$ cat src/rtl/bus_pkg.sv
// Shared bus definitions for the responder and the address translator:
// FSM states, memory map constants and the wait-counter width.
package bus_pkg;

   typedef enum logic [2:0] {
      IDLE,
      ROM_ACC,
      RAM_ACC,
      RESP,
      ERR
   } state_t;

   localparam logic [31:0] ROM_BASE = 32'h0000_0000;
   localparam logic [31:0] ROM_SIZE = 32'h0010_0000;
   localparam logic [31:0] RAM_BASE = 32'h0020_0000;
   localparam logic [31:0] RAM_SIZE = 32'h0080_0000;

   localparam int WAIT_W = 4;

endpackage

$ cat src/rtl/wait_counter.sv
// Loadable down-counter that measures memory wait states; zero marks the
// last access cycle.
module wait_counter
   import bus_pkg::*;
#(
   parameter int W = WAIT_W
) (
   input  logic         clk,
   input  logic         rst_n,
   input  logic         load,
   input  logic [W-1:0] load_val,
   input  logic         dec,
   output logic         zero
);

   logic [W-1:0] count;

   always_ff @(posedge clk or negedge rst_n) begin
      if (!rst_n) begin
         count <= '0;
      end else if (load) begin
         count <= load_val;
      end else if (dec && count != '0) begin
         count <= count - 1'b1;
      end
   end

   assign zero = (count == '0);

endmodule

$ cat src/rtl/mem_bus_responder.sv
// CPU-side responder: runs one word access to on-chip ROM or RAM with fixed
// wait states and returns registered data plus a one-cycle acknowledge.
module mem_bus_responder
   import bus_pkg::*;
#(
   parameter int ROM_WAIT = 1,
   parameter int RAM_WAIT = 2,
   parameter int ROM_AW   = 18,
   parameter int RAM_AW   = 21
) (
   input  logic              clk,
   input  logic              rst_n,
   input  logic              cpu_req,
   input  logic              cpu_we,
   input  logic [3:0]        cpu_be,
   input  logic [31:0]       cpu_wdata,
   input  logic [31:0]       trans_addr,
   input  logic              rom_flag,
   input  logic              ram_flag,
   output logic              cpu_ack,
   output logic              cpu_err,
   output logic [31:0]       cpu_rdata,
   output logic              rom_en,
   output logic [ROM_AW-1:0] rom_addr,
   input  logic [31:0]       rom_rdata,
   output logic              ram_en,
   output logic [3:0]        ram_we,
   output logic [RAM_AW-1:0] ram_addr,
   output logic [31:0]       ram_wdata,
   input  logic [31:0]       ram_rdata
);

   state_t              state, next_state;
   logic                acc_we, acc_we_d;
   logic                ack_d, err_d;
   logic [31:0]         rdata_d;
   logic                rom_en_d, ram_en_d;
   logic [ROM_AW-1:0]   rom_addr_d;
   logic [RAM_AW-1:0]   ram_addr_d;
   logic [3:0]          ram_we_d;
   logic [31:0]         ram_wdata_d;
   logic                cnt_load, cnt_dec, cnt_zero;
   logic [WAIT_W-1:0]   cnt_val;

   // Byte offset and bits above the RAM window never affect a word access.
   logic unused_addr_bits;
   assign unused_addr_bits = ^{trans_addr[31:RAM_AW+2], trans_addr[1:0]};

   wait_counter #(.W(WAIT_W)) u_wait (
      .clk      (clk),
      .rst_n    (rst_n),
      .load     (cnt_load),
      .load_val (cnt_val),
      .dec      (cnt_dec),
      .zero     (cnt_zero)
   );

   always_comb begin
      // NOTE: every signal written here gets a default first, so no path can infer a latch.
      next_state  = state;
      acc_we_d    = acc_we;
      ack_d       = 1'b0;
      err_d       = 1'b0;
      rdata_d     = cpu_rdata;
      rom_en_d    = rom_en;
      rom_addr_d  = rom_addr;
      ram_en_d    = ram_en;
      ram_addr_d  = ram_addr;
      ram_we_d    = ram_we;
      ram_wdata_d = ram_wdata;
      cnt_load    = 1'b0;
      cnt_dec     = 1'b0;
      cnt_val     = '0;

      unique case (state)
         IDLE: begin
            // The request still held during the ack cycle belongs to the
            // access just completed, so it is not taken again.
            if (cpu_req && !cpu_ack) begin
               acc_we_d = cpu_we;
               if (ram_flag && !rom_flag) begin
                  next_state = RAM_ACC;
                  ram_en_d   = 1'b1;
                  ram_addr_d = trans_addr[RAM_AW+1:2];
                  ram_we_d   = cpu_we ? cpu_be : 4'b0000;
                  if (cpu_we) ram_wdata_d = cpu_wdata;
                  cnt_load   = 1'b1;
                  cnt_val    = WAIT_W'(RAM_WAIT);
               end else if (rom_flag && !ram_flag && !cpu_we) begin
                  next_state = ROM_ACC;
                  rom_en_d   = 1'b1;
                  rom_addr_d = trans_addr[ROM_AW+1:2];
                  cnt_load   = 1'b1;
                  cnt_val    = WAIT_W'(ROM_WAIT);
               end else begin
                  next_state = ERR;
               end
            end
         end
         ROM_ACC: begin
            if (cnt_zero) begin
               rdata_d    = rom_rdata;
               rom_en_d   = 1'b0;
               next_state = RESP;
            end else begin
               cnt_dec = 1'b1;
            end
         end
         RAM_ACC: begin
            if (cnt_zero) begin
               if (!acc_we) rdata_d = ram_rdata;
               ram_en_d   = 1'b0;
               ram_we_d   = 4'b0000;
               next_state = RESP;
            end else begin
               cnt_dec = 1'b1;
            end
         end
         RESP: begin
            ack_d      = 1'b1;
            next_state = IDLE;
         end
         ERR: begin
            ack_d      = 1'b1;
            err_d      = 1'b1;
            rdata_d    = '0;
            next_state = IDLE;
         end
         default: next_state = IDLE;
      endcase
   end

   always_ff @(posedge clk or negedge rst_n) begin
      if (!rst_n) begin
         state     <= IDLE;
         acc_we    <= 1'b0;
         cpu_ack   <= 1'b0;
         cpu_err   <= 1'b0;
         cpu_rdata <= '0;
         rom_en    <= 1'b0;
         rom_addr  <= '0;
         ram_en    <= 1'b0;
         ram_we    <= '0;
         ram_addr  <= '0;
         ram_wdata <= '0;
      end else begin
         // NOTE: non-blocking assignments keep every register sampling pre-edge values.
         state     <= next_state;
         acc_we    <= acc_we_d;
         cpu_ack   <= ack_d;
         cpu_err   <= err_d;
         cpu_rdata <= rdata_d;
         rom_en    <= rom_en_d;
         rom_addr  <= rom_addr_d;
         ram_en    <= ram_en_d;
         ram_we    <= ram_we_d;
         ram_addr  <= ram_addr_d;
         ram_wdata <= ram_wdata_d;
      end
   end

endmodule
$ cat config.mk
export PLATFORM = sky130hd
export DESIGN_NAME = mem_bus_responder
export DESIGN_NICKNAME = d
export VERILOG_FILES = /design/src/rtl/bus_pkg.sv /design/src/rtl/wait_counter.sv /design/src/rtl/mem_bus_responder.sv
export SDC_FILE = /design/constraint.sdc
export NUM_CORES = 1
export LEC_CHECK = 0
export ABC_AREA = 1
export ABC_CLOCK_PERIOD_IN_PS = 2000
export CORE_MARGIN = 5
export CORE_UTILIZATION = 41
export CTS_CLUSTER_DIAMETER = 150
export DETAILED_ROUTE_END_ITERATION = 8
export GPL_TIMING_DRIVEN = 0
export MAX_ROUTING_LAYER = met4
export PLACE_DENSITY_LB_ADDON = 0.08
export SLEW_MARGIN = 20
export SYNTH_ARGS = -nofsm -noshare
export SYNTH_HDL_FRONTEND = slang
export SYNTH_SLANG_ARGS = --single-unit
export TNS_END_PERCENT = 10
$ cat constraint.sdc
create_clock -name clk -period 2 [get_ports clk]
set_input_delay 0.3 -clock clk [delete_from_list [all_inputs] [get_ports clk]]
set_output_delay 0.3 -clock clk [all_outputs]
set_load 0.01 [all_outputs]
==> flow_summary.toml <==
[run_status]
status = "complete, no violations"

[critical_path]
worstPathArrival_ns = 2.07
required_ns = 2.34
start_kind = "register"
cp-end-kind = "register"
cp_max_fo = 10
critPathKind = "register to register"

[floorplanning]
core_um2 = 12600
rows = 41
die_w_um = 123
dieArea_um2 = 15100
die_h_um = 123
io-pin-count = 249
start_util_pct = 41.7

[timing]
timing.final.crit_period_ns = 1.73
setup_viol = 0
tightest_slew_ns = 0.606
rsz0062_at_grt = "false"
fmax_mhz = 579
drv_slew = 0
finClkSkew_ns = 0.00453
slew_headroom_pct = 59.6
post-route-period-util_pct = 86.4
hold_violations = 0

[logic_synthesis]
ys_seq_elements = 119
synthFlopType = "dfrtp_1"
synth_top_cells_by_count = "nand2_1, dfrtp_1, inv_1, nand3_1, o21ai_1"
synthCells = 634
synth_most_common_cell = "nand2_1"
yosysWarningCount = 0
ys_seq_area_share_pct = 56.8
synth_top_area_share_pct = 56.8
synth.avg_cell_area_um2 = 8.26
synth_nets = 773
netlist_area_um2 = 5240
synth.largest_area_cell = "dfrtp_1"
synth_async_sr_flop_share_pct = 100
synth_edf_count = 0
ys_top_cells_by_area = "dfrtp_1, nand2_1, inv_1"
ys_types = 26

[cts]
clock-sinks = 119
cts_buffers = 17
cts-root-buf = "clkbuf_16"
clockBufferDepth = 2
path_clk_slew_ns = 0.05
clock_latency_ns = 0.41
cts_tree = "yes"
htreeDepth = 4

[final_layout]
area.growth.synth_to_final_pct = 62.3
multi_input_area_um2 = 1830
final_layout_size_suffix_gt1_share_pct = 7.74
final_cells = 1076
ff_latch_area_um2 = 2980
nFillCells = 1044
nets = 1030
n_antenna_cell = 0

[power_and_ir_drop]
p_clk_share_pct = 23.4
share_comb_of_total_power_pct = 46.6
power.density_nw_per_um2 = 1660
p_sw_share_pct = 36.3
peakVddDrop_v = 0.000870
power.internal_w = 0.00899
seq_power_share_pct = 30.1
finalPower_w = 0.0141
p_switching_w = 0.00511
power_leakage_nw = 4.29

[min_path]
hold_class = "input pin to register"

[global_routing]
grt_use_total_pct = 22.3
grt_pass1_wl_mm = 25.4
grt_pass1_vias = 5206
grt_overflow = 0
antenna_found_initial = 0
grt_max_degree = 62

[route]
drt_first_pass_iters = 4
viasPerCell = 4.71
wl_per_cell_um = 15.1
wirelength_mm = 16.3
drc = 0
ant_nets = 0
vias = 5072
drtIter0Drc = 246

[placed_design]
place_hpwl_mm = 12.2
io_buffers = 236
place_congestion = 0.788
dp.cells = 1043

[job]
maxCapViolCount = 0
## routing by layer
metal	global-route usage, %	up-vias	routed length [um]
met2	35.5	189	7890
met4	7.13	0	210
li1	-	2488	-
met1	26.4	2383	6860
met5	-	-	0
met3	8.42	12	1340
## cell type report
cell class	count	share of cell area, %
Buffer	30	2.05
Clock buffer	19	5.21
Clock inverter	13	2.38
Inverter	69	3.05
Multi-Input combinational cell	416	21.5
Sequential cell	119	35.0
Tap cell	172	2.53
Timing Repair Buffer	238	28.2
## path summary, 6_finish.rpt
path / endpoint / cells past startpoint / start / slack, ns
worst min-delay path: acc_we / 3 / cpu_we / 0.22
worst max-delay path: cpu_rdata[3] / 8 / state[0] / 0.27
worst min register to register: ram_en / 2 / ram_en / 0.47
max in group asynchronous: ram_wdata[19] / 3 / rst_n / 0.86
worst max register to register: cpu_rdata[3] / 8 / state[0] / 0.27
min in group asynchronous: cpu_rdata[10] / 2 / rst_n / 0.45
## registers in the layout (all words and copies together), names as in the netlist, 3 cells and up
name / count
cpu_rdata: 32
rom_addr: 18
ram_wdata: 32
state: 3
ram_we: 4
ram_addr: 21
u_wait.count: 4
## stage by stage
stage          hold slack (ns)  TNS [ns]  instance area [um^2]  utilization (%)  worst slack (ns)
2_1_floorplan          0.00441         0                  5240                -             0.589
3_3_place_gp             0.453   -476.43                  7820             62.2             -4.01
3_5_place_dp             0.320         0                  7850             62.4            0.0140
4_1_cts                  0.196         0                  8500             67.6             0.263
5_1_grt                  0.225         0                  8500             67.6             0.111
6_report                 0.218         0                  8500             67.6             0.273
## worst max-delay path: stages (launching register included)
cell and delay, ns:
dfrtp_1 0.41, inv_1 0.10, nand3_2 0.22, inv_2 0.21, nand2_1 0.10, nand3_1 0.20, buf_2 0.27, nand2_1 0.08
nand2_1 0.07
## cells by family after synthesis
family,count (synthesis),share of synthesized area (%)
AND/OR/NAND/NOR,339,27.3
buffers and inverters,99,8.26
flip-flops,119,56.8
AO/OA/AOI/OAI,75,7.21
adder cells (fa/ha/maj),1,0.239
XOR/XNOR,1,0.167
## repair_timing
| action | CTS | global route |
|---|---|---|
| endpoints found under the hold margin | 60 | 0 |
| buffers inserted | 0 | 0 |
| hold buffers | 1 | 0 |
| gates resized for setup | 0 | 0 |
## power by group through the flow
stage	Combinational, W	Clock [W]	Sequential (W)
3_5_place_dp	0.00663	0	0.00424
5_1_grt	0.00727	0.00348	0.00439
2_1_floorplan	0.00281	0	0.00468
3_3_place_gp	0.00647	0	0.00419
4_1_cts	0.00667	0.00335	0.00423
6_report	0.00657	0.00329	0.00424
## layout by cell type (no fill, tap or decap), drive strengths merged
cell,instances
nand2,280
clkdlybuf4s50,235
dfrtp,119
o21ai,73
inv,69
nand3,45
buf,26
clkbuf,25
nand4,6
clkinv,6
nor2,6
bufinv,5
clkinvlp,2
nand3b,1
a21oi,1
xor2,1
nor3,1
a21boi,1
ha,1
dlygate4sd3,1
(Power assumes the default switching activity.)
